$ cat src/rtl/fetch_unit.sv
// Instruction fetch stage: issues word addresses to the MMU, buffers responses in a
// small prefetch FIFO and hands them to decode. `FETCH_STALL_CNT_EN adds a stall counter.
module fetch_unit #(
    parameter logic [31:0] RESET_PC = 32'h0000_0000,
    parameter int          DEPTH    = 4
) (
    input  logic        clk,
    input  logic        reset_n,
    output logic [31:0] mem_instr_addr,
    input  logic [31:0] mem_instr,
    input  logic        mem_wait,
    input  logic        mem_segv,
    input  logic        redirect_valid,
    input  logic [31:0] redirect_pc,
    output logic        out_valid,
    input  logic        out_ready,
    output logic [31:0] out_instr,
    output logic [31:0] out_pc,
    output logic        out_fault
`ifdef FETCH_STALL_CNT_EN
    ,
    output logic [31:0] stall_cnt
`endif
);

    localparam int AW = $clog2(DEPTH);
    localparam int CW = AW + 1;
    localparam logic [CW:0] DEPTH_C = (CW + 1)'(DEPTH);

    typedef enum logic {
        ST_FETCH = 1'b0,
        ST_FAULT = 1'b1
    } state_t;

    typedef struct packed {
        logic [31:0] instr;
        logic [31:0] pc;
        logic        fault;
    } entry_t;

    state_t        state, state_nxt;
    logic [31:0]   pc, pc_nxt;
    logic          issue;
    logic          inflight;
    logic [31:0]   inflight_pc;
    logic          inflight_fault;

    entry_t        fifo [DEPTH];
    logic [AW-1:0] rd_ptr, wr_ptr, rd_nxt;
    logic [CW-1:0] count, cnt_nxt;
    logic [CW:0]   occ;
    logic          credit;
    logic          push, pop;
    entry_t        push_entry, head_nxt;

    assign mem_instr_addr = pc;
    assign out_valid      = (count != '0);

    // Occupancy includes the outstanding response so the FIFO can never overflow.
    assign occ    = {1'b0, count} + (CW + 1)'(inflight);
    assign credit = occ < DEPTH_C;

    // A redirect squashes the response and ignores decode's pop in the same cycle.
    assign push = inflight && !redirect_valid;
    assign pop  = out_valid && out_ready && !redirect_valid;

    always_comb begin
        push_entry       = '0;
        push_entry.instr = inflight_fault ? 32'd0 : mem_instr;
        push_entry.pc    = inflight_pc;
        push_entry.fault = inflight_fault;
    end

    always_comb begin
        state_nxt = state;
        pc_nxt    = pc;
        issue     = 1'b0;
        if (redirect_valid) begin
            state_nxt = ST_FETCH;
            pc_nxt    = redirect_pc;
        end else begin
            case (state)
                ST_FETCH: begin
                    if (!mem_wait && credit) begin
                        issue = 1'b1;
                        // A faulting address parks the PC until software redirects.
                        if (mem_segv) state_nxt = ST_FAULT;
                        else          pc_nxt    = pc + 32'd1;
                    end
                end
                ST_FAULT: ;
                default: state_nxt = ST_FETCH;
            endcase
        end
    end

    always_ff @(posedge clk or negedge reset_n) begin
        if (!reset_n) begin
            state          <= ST_FETCH;
            pc             <= RESET_PC;
            inflight       <= 1'b0;
            inflight_pc    <= '0;
            inflight_fault <= 1'b0;
        end else begin
            state    <= state_nxt;
            pc       <= pc_nxt;
            inflight <= issue;
            if (issue) begin
                inflight_pc    <= pc;
                inflight_fault <= mem_segv;
            end
        end
    end

    always_comb begin
        rd_nxt  = rd_ptr + AW'(pop);
        cnt_nxt = count + CW'(push) - CW'(pop);
        // The new head may be the entry being written this very cycle.
        if (push && (rd_nxt == wr_ptr)) head_nxt = push_entry;
        else                            head_nxt = fifo[rd_nxt];
    end

    always_ff @(posedge clk) begin
        if (push) fifo[wr_ptr] <= push_entry;
    end

    always_ff @(posedge clk or negedge reset_n) begin
        if (!reset_n) begin
            rd_ptr    <= '0;
            wr_ptr    <= '0;
            count     <= '0;
            out_instr <= '0;
            out_pc    <= '0;
            out_fault <= 1'b0;
        end else if (redirect_valid) begin
            rd_ptr <= '0;
            wr_ptr <= '0;
            count  <= '0;
        end else begin
            if (push) wr_ptr <= wr_ptr + AW'(1);
            rd_ptr <= rd_nxt;
            count  <= cnt_nxt;
            // Head registers keep their last value once the FIFO runs dry.
            if (cnt_nxt != '0) begin
                out_instr <= head_nxt.instr;
                out_pc    <= head_nxt.pc;
                out_fault <= head_nxt.fault;
            end
        end
    end

`ifdef FETCH_STALL_CNT_EN
    always_ff @(posedge clk or negedge reset_n) begin
        if (!reset_n) begin
            stall_cnt <= '0;
        end else if (redirect_valid) begin
            stall_cnt <= '0;
        end else if ((state == ST_FETCH) && (mem_wait || !credit) && (stall_cnt != 32'hFFFF_FFFF)) begin
            stall_cnt <= stall_cnt + 32'd1;
        end
    end
`endif

endmodule

$ cat config.mk
export PLATFORM = sky130hd
export DESIGN_NAME = fetch_unit
export DESIGN_NICKNAME = d
export VERILOG_FILES = /design/src/rtl/fetch_unit.sv
export SDC_FILE = /design/constraint.sdc
export NUM_CORES = 1
export LEC_CHECK = 0
export ABC_AREA = 1
export BUFFER_PORTS_ARGS = -buffer_cell sky130_fd_sc_hd__buf_4
export CAP_MARGIN = 20
export CORE_MARGIN = 4
export CORE_UTILIZATION = 45
export CTS_CLUSTER_SIZE = 30
export DETAILED_ROUTE_END_ITERATION = 8
export GPL_TIMING_DRIVEN = 0
export PLACE_DENSITY = 0.72
export SETUP_SLACK_MARGIN = 0.15
export SLEW_MARGIN = 20
export SYNTH_ARGS = -nofsm -noshare
export SYNTH_HDL_FRONTEND = slang
export SYNTH_SLANG_ARGS = --single-unit
$ cat constraint.sdc
create_clock -name clk -period 7.1 [get_ports clk]
set_input_delay 0.71 -clock clk [delete_from_list [all_inputs] [get_ports clk]]
set_output_delay 0.71 -clock clk [all_outputs]
set_load 0.005 [all_outputs]
==> reports/results.txt, run 1 <==
Outcome -> complete, no violations
Drt wl/cell -> 18.9 um
Initial DRC count -> 1418
CTS tree -> done
DRC viols -> 0
Worst VDD drop -> 0.000167 V
Ys Warns -> 0
Setup Crit Path Kind -> reg -> reg
Mapped Cells -> 1844
Final Non-Filler Cells -> 2620
Filler instances -> 3410
Root buf cell -> clkbuf_16
Max_cap viols -> 0
DP Wirelength -> 33.9 mm
Syn_area_per_cell -> 9.65 um^2
Vias in the first global route -> 13983
Synth area leader -> edfxtp_1
HP Class -> in -> async
Total GRT Usage -> 23.2%
Inserted Diodes -> 0
Final wirelength -> 49.6 mm
Pins Over Slew Limit -> 0
Vias post-DR -> 13967
Final Critical Period -> 3730 ps
CTS buffer count -> 43
Starting density of the core -> 45.7%
Pre-CTS setup slack -> 3090 ps
Via/cell ratio -> 5.33
Die area -> 42800 um^2
Remaining antenna violation count after routing -> 0
Reg2reg setup slack -> 3370 ps
Reg2reg start -> count[0]
End of the critical path -> out_pc[15]
RePlAce Congestion -> 0.943
Max-Slew Margin vs Limit -> 27.0%
# placed instances -> 2541
Longest Clk Path Bufs -> 3
Initial antenna violation count -> 0
Port Buffer Count -> 166
DR pass1 iterations -> 5
Gr ovfl total -> 0
Clk_lat worst skew -> 560 ps
Final nets -> 2146
Core area -> 38900 um^2
PostCTS Resize Cnt -> 0
Die width -> 207 um
Area growth from synthesis to layout -> 20.7%
Die Y -> 207 um
Sequential fraction of the synthesis area -> 63.4%
Most common cell after layout, fill and taps aside -> nand2_1
Layout cell share with drive strength beyond 1 -> 16.2%
R2r endpoint -> out_pc[15]
Cts hold-fix bufs -> 0
PD cells -> 352 nW/um^2
CP required -> 7580 ps
Setup crit start -> count[0]
Cell Rows -> 72
Crit path max fanout -> 10
H-tree depth -> 2
Setup TNS -> 0 ps
Number of I/O pins -> 168
Syn_nets -> 1922
Worst-Margin Slew -> 1100 ps
Critical path data arrival time -> 4210 ps
Final hold violation count -> 0
Synthesized area -> 17800 um^2
Most frequent cells in the layout -> nand2_1, nand3_1, edfxtp_1
LEAKAGE -> 9.37 nW
Critical Path End Type -> flop
Worst Skew -> 32.1 ps
CTS sink cnt -> 399
Pwr Total -> 7.57 mW
Hold WS -> 128 ps
Setup crit start kind -> flop
Synth top area cells -> edfxtp_1, dfrtp_1, nand2_1
PnR worst setup slack -> 3370 ps
RSZ-0062 raised after global routing -> false
Setup Buffers After CTS -> 0
Final cycle utilization of the critical path -> 52.6%
Synth top area share -> 43.9%
Distinct cells, synth -> 31
Clk pin slew, worst setup/hold paths -> 60 ps
Yosys reg bits -> 399
Worst r2r path cells -> 15
Final setup viols -> 0
First-pass GRT wire length -> 77.6 mm
Largest net degree at the start of global routing -> 71
Max Fclk -> 0.268 GHz
## power breakdown
group | internal [mW] | switching (mW) | leakage [nW]
clock network | 1.36 | 0.901 | 0.713
registers | 2.95 | 0.295 | 4.11
logic | 0.757 | 1.30 | 4.54
## critical path, stage by stage, from the launching register on
cell and delay (ps):
dfrtp_1 420, nor2_1 140, nand2_2 170, nand2_2 180, nand2_1 60, o21ai_0 90
ha_1 170, inv_1 50, fa_1 380, xnor2_1 230, a31oi_1 160, inv_1 100
clkbuf_1 810, clkbuf_1 510, nand2_1 120, nand2_1 100
## registers in the layout, indices dropped and copies added (netlist names)
signal	cells
fifo	260
inflight_pc	32
mem_instr_addr	32
out_instr	32
out_pc	32
count	3
rd_ptr	2
wr_ptr	2
inflight	1
inflight_fault	1
out_fault	1
state	1
## metrics by stage
stage,utilization (%),cell area [um^2]
4_1_cts,55.2,21500
2_1_floorplan,-,17800
3_5_place_dp,51.5,20100
3_3_place_gp,50.6,19700
6_report,55.2,21500
5_1_grt,55.2,21500
## area by class of cell
type	count	area [um^2]	area share [%]
Clock inverter	23	249	1.16
Tap cell	518	648	3.02
Inverter	110	413	1.92
Multi-Input combinational cell	1224	5570	25.9
Sequential cell	399	11300	52.5
Timing Repair Buffer	179	1570	7.32
Buffer	111	567	2.64
Clock buffer	56	1190	5.52
## worst min path at each step
stage / start / to / slack [ps] / cells after the start
2_1_floorplan: reset_n / count[0] / 410 / 0
3_3_place_gp: out_instr[20] / out_instr[20] / 470 / 2
3_5_place_dp: out_instr[19] / out_instr[19] / 470 / 2
4_1_cts: reset_n / out_instr[15] / 140 / 1
5_1_grt: reset_n / out_instr[25] / 170 / 1
6_report: reset_n / out_instr[4] / 130 / 1
## cells in the mapped netlist, drive strengths merged
master	n
or2	2
edfxtp	260
buf	72
o21bai	1
nand2	629
dfrtp	139
fa	1
xnor2	8
xor2	13
nand3	435
nor2	61
nand4	7
a21oi	1
clkinv	2
o211ai	1
clkbuf	39
a31oi	2
nand3b	1
inv	108
nor3	13
o21ai	42
ha	7
## cell families after synthesis
logic type	share of synthesized area, %
AO/OA/AOI/OAI	1.36
AND/OR/NAND/NOR	28.1
flip-flops	63.4
XOR/XNOR	1.03
adder cells (fa/ha/maj)	0.604
buffers and inverters	5.50
## routing by layer
metal  GRT usage, %  vias to the layer above  wire (um)
li1               -                     6621          -
met1           32.2                     6595      20400
met2           37.7                      661      23400
met3           4.37                       90       4440
met4           6.73                        0       1320
met5              0                        -          0
Power figures use the tool's default switching activity.
==> run 2, diff against run 1 <==
PLACE_DENSITY = 0.75   (was 0.72)
clock period = 3.4 ns   (was 7.1 ns; I/O delays follow)
==> run 2 against run 1 <==
Compared with the run above: register-to-register slack lost 3000 ps; clock skew shrank 19 ps; first-iteration DRC count shrank 10%; via count grew 1.7%; maximum frequency grew 22%; flip-flop and latch count is the same.
==> reports/results.txt, run 2 (synthesis gave the netlist of run 1 again) <==
# placed instances -> 2541 (unchanged)
Worst Skew -> 13.3 ps (was 32.1 ps)
Final Util -> 55.3% (was 55.2%)
Reg2reg setup slack -> 350 ps (was 3370 ps)
Vias in the first global route -> 14304 (was 13983)
Most common cell after layout, fill and taps aside -> nand2_1 (unchanged)
Area growth from synthesis to layout -> 20.9% (was 20.7%)
PD cells -> 729 nW/um^2 (was 352 nW/um^2)
Pins Over Slew Limit -> 0 (unchanged)
Final hold violation count -> 0 (unchanged)
Die area -> 42800 um^2 (unchanged)
CTS tree -> done (unchanged)
Inserted Diodes -> 0 (unchanged)
Initial antenna violation count -> 0 (unchanged)
Setup Crit Path Kind -> reg -> reg (unchanged)
Final cycle utilization of the critical path -> 89.6% (was 52.6%)
PnR worst setup slack -> 353 ps (was 3370 ps)
Die width -> 207 um (unchanged)
Outcome -> complete, no violations (unchanged)
Final wirelength -> 50.0 mm (was 49.6 mm)
Final Critical Period -> 3050 ps (was 3730 ps)
First-pass GRT wire length -> 78.3 mm (was 77.6 mm)
Most frequent cells in the layout -> nand2_1, nand3_1, edfxtp_1 (unchanged)
Filler instances -> 3323 (was 3410)
Total GRT Usage -> 23.3% (was 23.2%)
Gr ovfl total -> 0 (unchanged)
HP Class -> in -> reg (was in -> async)
Pre-CTS setup slack -> -328 ps (was 3090 ps)
Pwr Total -> 15.7 mW (was 7.57 mW)
Max_cap viols -> 0 (unchanged)
Max Fclk -> 0.328 GHz (was 0.268 GHz)
RePlAce Congestion -> 0.945 (was 0.943)
Remaining antenna violation count after routing -> 0 (unchanged)
CTS buffer count -> 43 (unchanged)
Cell Rows -> 72 (unchanged)
Largest net degree at the start of global routing -> 80 (was 71)
Longest Clk Path Bufs -> 3 (unchanged)
Design Area, Final -> 21500 um^2 (about the same)
CP required -> 3870 ps (was 7580 ps)
Area after DPL -> 20100 um^2 (about the same)
RSZ-0062 raised after global routing -> false (unchanged)
Root buf cell -> clkbuf_16 (unchanged)
Via/cell ratio -> 5.42 (was 5.33)
Final setup viols -> 0 (unchanged)
Layout cell share with drive strength beyond 1 -> 16.5% (was 16.2%)
Worst r2r path cells -> 14 (was 15)
LEAKAGE -> 9.38 nW (was 9.37 nW)
DRC viols -> 0 (unchanged)
CP max stage delay -> 440 ps (was 810 ps)
Largest register FFs -> 260 (unchanged)
Clk_lat worst skew -> 540 ps (was 560 ps)
Vias post-DR -> 14208 (was 13967)
Crit path cell chain -> nor2_1 -> nand2_2 -> nand2_2 -> nand2_1 -> o21ai_0 -> ha_1 -> inv_1 -> fa_1 -> xnor2_1 -> a31oi_1 -> clkbuf_4 -> clkbuf_2 -> nand3_1 -> nand2_1 (was nor2_1 -> nand2_2 -> nand2_2 -> nand2_1 -> o21ai_0 -> ha_1 -> inv_1 -> fa_1 -> xnor2_1 -> a31oi_1 -> inv_1 -> clkbuf_1 -> clkbuf_1 -> nand2_1 -> nand2_1)
Final Non-Filler Cells -> 2623 (was 2620)
Crit path max fanout -> 10 (unchanged)
R2r endpoint -> out_pc[31] (was out_pc[15])
Critical Path End Type -> flop (unchanged)
Port Buffer Count -> 166 (unchanged)
Setup crit start -> count[1] (was count[0])
Hold WS -> 25.2 ps (was 128 ps)
Reg2reg start -> count[1] (was count[0])
Drt wl/cell -> 19.1 um (was 18.9 um)
Core area -> 38900 um^2 (unchanged)
Worst VDD drop -> 0.000332 V (was 0.000167 V)
DR pass1 iterations -> 6 (was 5)
Setup TNS -> 0 ps (unchanged)
Max-Slew Margin vs Limit -> 54.8% (was 27.0%)
Final nets -> 2149 (was 2146)
End of the critical path -> out_pc[31] (was out_pc[15])
Starting density of the core -> 45.7% (unchanged)
Clk pin slew, worst setup/hold paths -> 60 ps (about the same)
Worst-Margin Slew -> 679 ps (was 1100 ps)
Setup crit start kind -> flop (unchanged)
Critical path data arrival time -> 3520 ps (was 4210 ps)
CTS sink cnt -> 399 (unchanged)
Initial DRC count -> 1272 (was 1418)
Biggest register -> fifo (unchanged)
Setup Buffers After CTS -> 0 (unchanged)
Die Y -> 207 um (unchanged)
H-tree depth -> 2 (unchanged)
Number of I/O pins -> 168 (unchanged)
DP Wirelength -> 34.7 mm (was 33.9 mm)
Crit path max-delay cell type -> dfrtp_1 (was clkbuf_1)
## run 2: cell count changes in the layout (fill, tap and decap cells not counted), sizes merged
cell         previous run  this run
bufinv                  5         2
clkbuf                 95       101
clkinv                 19        12
clkinvlp                0         4
dlygate4sd3             0         3
## run 2: report_power, final
group / internal, mW / switching [mW]
logic: 1.62 / 2.76
registers: 6.16 / 0.614
clock network: 2.69 / 1.86
## run 2: repair_timing
item                       in CTS  in global routing
hold buffers                    3                  0
resized for setup               4                 21
setup endpoints to repair      50                 50
hold endpoints to repair       62                  0
## run 2: routing by layer
metal | wire length, um | part of all wire, % | GRT usage (%) | vias up
met5 | 0 | 0 | 0 | -
met3 | 4120 | 8.2 | 4.16 | 92
met4 | 1110 | 2.2 | 5.69 | 0
li1 | - | - | - | 6625
met1 | 20900 | 42 | 32.3 | 6869
met2 | 23900 | 48 | 38.6 | 622
## run 2: layout make-up
cell class	instances	area [um^2]	area share, %
flip-flops and latches	399	11300	52.5
multi-input cells	1224	5570	25.9
plain buffers	111	587	2.73
inverters	110	413	1.92
repair buffers	182	1630	7.59
clock inverters	17	140	0.651
clock buffers	62	1240	5.76
well taps	518	648	3.01
## run 2: worst max-delay path, delay by kind of cell, from the launching register on
kind / cells / cell delay [ps]
AND/OR/NAND/NOR: 6 / 770
buffers and inverters: 3 / 730
adder cells (fa/ha/maj): 2 / 560
flip-flops: 1 / 440
AO/OA/AOI/OAI: 2 / 310
XOR/XNOR: 1 / 160
## run 2: worst min-delay path by stage
stage | start | end | slack (ps) | cells after the start
6_report | redirect_pc[27] | mem_instr_addr[27] | 30 | 3
5_1_grt | redirect_pc[13] | mem_instr_addr[13] | 20 | 3
4_1_cts | redirect_pc[20] | mem_instr_addr[20] | 6 | 3
3_5_place_dp | reset_n | mem_instr_addr[28] | 310 | 1
3_3_place_gp | out_instr[9] | out_instr[9] | 470 | 2
2_1_floorplan | reset_n | count[0] | 40 | 0
==> run 3, diff against run 2 <==
CTS_CLUSTER_SIZE = 14   (was 30)
PLACE_DENSITY = 0.64   (was 0.75)
SETUP_SLACK_MARGIN = 0.4   (was 0.15)
==> run 3 against run 2 <==
Compared with the run above: highest routed layer unchanged; critical path type unchanged; final area up 0.59%; sequential power is essentially flat; core utilization up 0.32 points.
==> reports/results.txt, run 3 (synthesis gave the netlist of run 1 again) <==
Initial DRC count -> 1181 (was 1272)
Core area -> 38900 um^2 (unchanged)
DP Wirelength -> 34.2 mm (was 34.7 mm)
Final hold violation count -> 0 (unchanged)
Die Y -> 207 um (unchanged)
Worst-Margin Slew -> 696 ps (was 679 ps)
Die area -> 42800 um^2 (unchanged)
Filler instances -> 3399 (was 3323)
Final wirelength -> 50.6 mm (was 50.0 mm)
Worst Skew -> 10.1 ps (was 13.3 ps)
Clk pin slew, worst setup/hold paths -> 60 ps (about the same)
HP Class -> in -> reg (unchanged)
Remaining antenna violation count after routing -> 0 (unchanged)
PD cells -> 736 nW/um^2 (was 729 nW/um^2)
Outcome -> complete, no violations (unchanged)
DRC viols -> 0 (unchanged)
Drt wl/cell -> 19.2 um (was 19.1 um)
Most common cell after layout, fill and taps aside -> nand2_1 (unchanged)
CTS buffer count -> 43 (unchanged)
Critical path data arrival time -> 3360 ps (was 3520 ps)
Hold Crit Depth -> 3 (unchanged)
Cell Rows -> 72 (unchanged)
Largest register FFs -> 260 (unchanged)
Total GRT Usage -> 23.6% (was 23.3%)
Largest net degree at the start of global routing -> 88 (was 80)
Area growth from synthesis to layout -> 21.6% (was 20.9%)
Inserted Diodes -> 0 (unchanged)
Via/cell ratio -> 5.34 (was 5.42)
Port Buffer Count -> 166 (unchanged)
Max-Slew Margin vs Limit -> 53.6% (was 54.8%)
Root buf cell -> clkbuf_16 (unchanged)
R2r endpoint -> out_pc[31] (unchanged)
CP required -> 3880 ps (was 3870 ps)
Reg2reg start -> count[1] (unchanged)
RePlAce Congestion -> 0.978 (was 0.945)
Final cycle utilization of the critical path -> 84.7% (was 89.6%)
Setup Buffers After CTS -> 0 (unchanged)
DR pass1 iterations -> 8 (was 6)
Number of I/O pins -> 168 (unchanged)
Vias in the first global route -> 13807 (was 14304)
Clk_lat worst skew -> 550 ps (was 540 ps)
Hold endpoint -> mem_instr_addr[15] (was mem_instr_addr[27])
Longest Clk Path Bufs -> 3 (unchanged)
Hold WS -> 13.6 ps (was 25.2 ps)
Reg2reg setup slack -> 520 ps (was 350 ps)
Final setup viols -> 0 (unchanged)
CTS sink cnt -> 399 (unchanged)
Die width -> 207 um (unchanged)
Most frequent cells in the layout -> nand2_1, nand3_1, edfxtp_1 (unchanged)
Gr ovfl total -> 0 (unchanged)
Worst Hold Launch -> redirect_pc[15] (was redirect_pc[27])
Initial antenna violation count -> 0 (unchanged)
LEAKAGE -> 9.45 nW (was 9.38 nW)
Worst r2r path cells -> 14 (unchanged)
RSZ-0062 raised after global routing -> false (unchanged)
CTS tree -> done (unchanged)
Sequential cell area -> 11300 um^2 (unchanged)
Worst VDD drop -> 0.000324 V (was 0.000332 V)
Vias post-DR -> 14046 (was 14208)
Setup crit start kind -> flop (unchanged)
Starting density of the core -> 45.7% (unchanged)
First-pass GRT wire length -> 78.1 mm (was 78.3 mm)
Critical Path End Type -> flop (unchanged)
Biggest register -> fifo (unchanged)
Design Area, Final -> 21600 um^2 (was 21500 um^2)
Crit path max fanout -> 10 (unchanged)
Area after DPL -> 20100 um^2 (about the same)
Layout cell share with drive strength beyond 1 -> 16.7% (was 16.5%)
Multi-input gate area in the final layout -> 5590 um^2 (was 5570 um^2)
Max_cap viols -> 0 (unchanged)
Max Fclk -> 0.347 GHz (was 0.328 GHz)
Setup Crit Path Kind -> reg -> reg (unchanged)
Final Util -> 55.6% (was 55.3%)
Pins Over Slew Limit -> 0 (unchanged)
H-tree depth -> 2 (unchanged)
Final nets -> 2156 (was 2149)
Final Critical Period -> 2880 ps (was 3050 ps)
-- run 3: what timing repair did --
action                                 CTS  global route
setup endpoints to repair               55            60
endpoints found under the hold margin   60             0
gates resized for setup                 13            22
hold buffers                             9             0
-- run 3: critical path: stages, from the launching register on --
cell     delay (ps)
dfrtp_1         420
nor2_1          130
nand2_2         190
nand2_4         150
nand2_1          50
o21ai_0          90
ha_1            170
inv_1            50
fa_1            400
xnor2_2         180
a31oi_4         190
buf_8           220
buf_2           280
nand3_1         170
nand2_1          90
-- run 3: power breakdown --
group / switching, mW / total, mW / internal, mW / leakage [nW]
combinational: 2.77 / 4.45 / 1.68 / 4.64
sequential: 0.616 / 6.77 / 6.16 / 4.11
clock: 1.89 / 4.71 / 2.82 / 0.696
-- run 3: routing by layer --
layer | vias up | GRT usage [%] | part of all wire, % | wire length [um]
li1 | 6659 | - | - | -
met1 | 6765 | 33.6 | 43 | 21800
met2 | 540 | 37.8 | 47 | 23700
met3 | 82 | 4.36 | 8.0 | 4050
met4 | 0 | 6.33 | 2.1 | 1040
met5 | - | 0 | 0 | 0
-- run 3: layout make-up --
cell class                 instances  share of cell area, %
buffer                           111                   2.82
clock buffer                      61                   5.47
clock inverter                    18                   1.08
inverter                         110                   1.91
multi-input combinational       1224                   25.8
sequential                       399                   52.1
tap                              518                   2.99
timing repair buffer             189                   7.74
-- run 3: worst max-delay path by stage --
stage                        start       endpoint  slack, ps  cells after the start
floorplan           redirect_valid     fifo[0][0]       -660                      4
global placement    redirect_valid    fifo[0][39]      -3060                      4
detailed placement        count[1]     out_pc[31]       -320                     14
CTS                       count[1]  out_instr[26]        360                     15
global route              count[1]  out_instr[26]        400                     15
finish                    count[1]     out_pc[31]        520                     14
-- run 3: stage by stage --
stage	TNS [ps]	total power [mW]	instances	setup slack, ps
floorplan	-171240	9.13	1844	-659
global placement	-775450	11.1	2528	-3060
detailed placement	-9890	11.2	2542	-322
CTS	0	16.0	2630	360
global route	0	16.8	2630	397
finish	0	15.9	2630	520
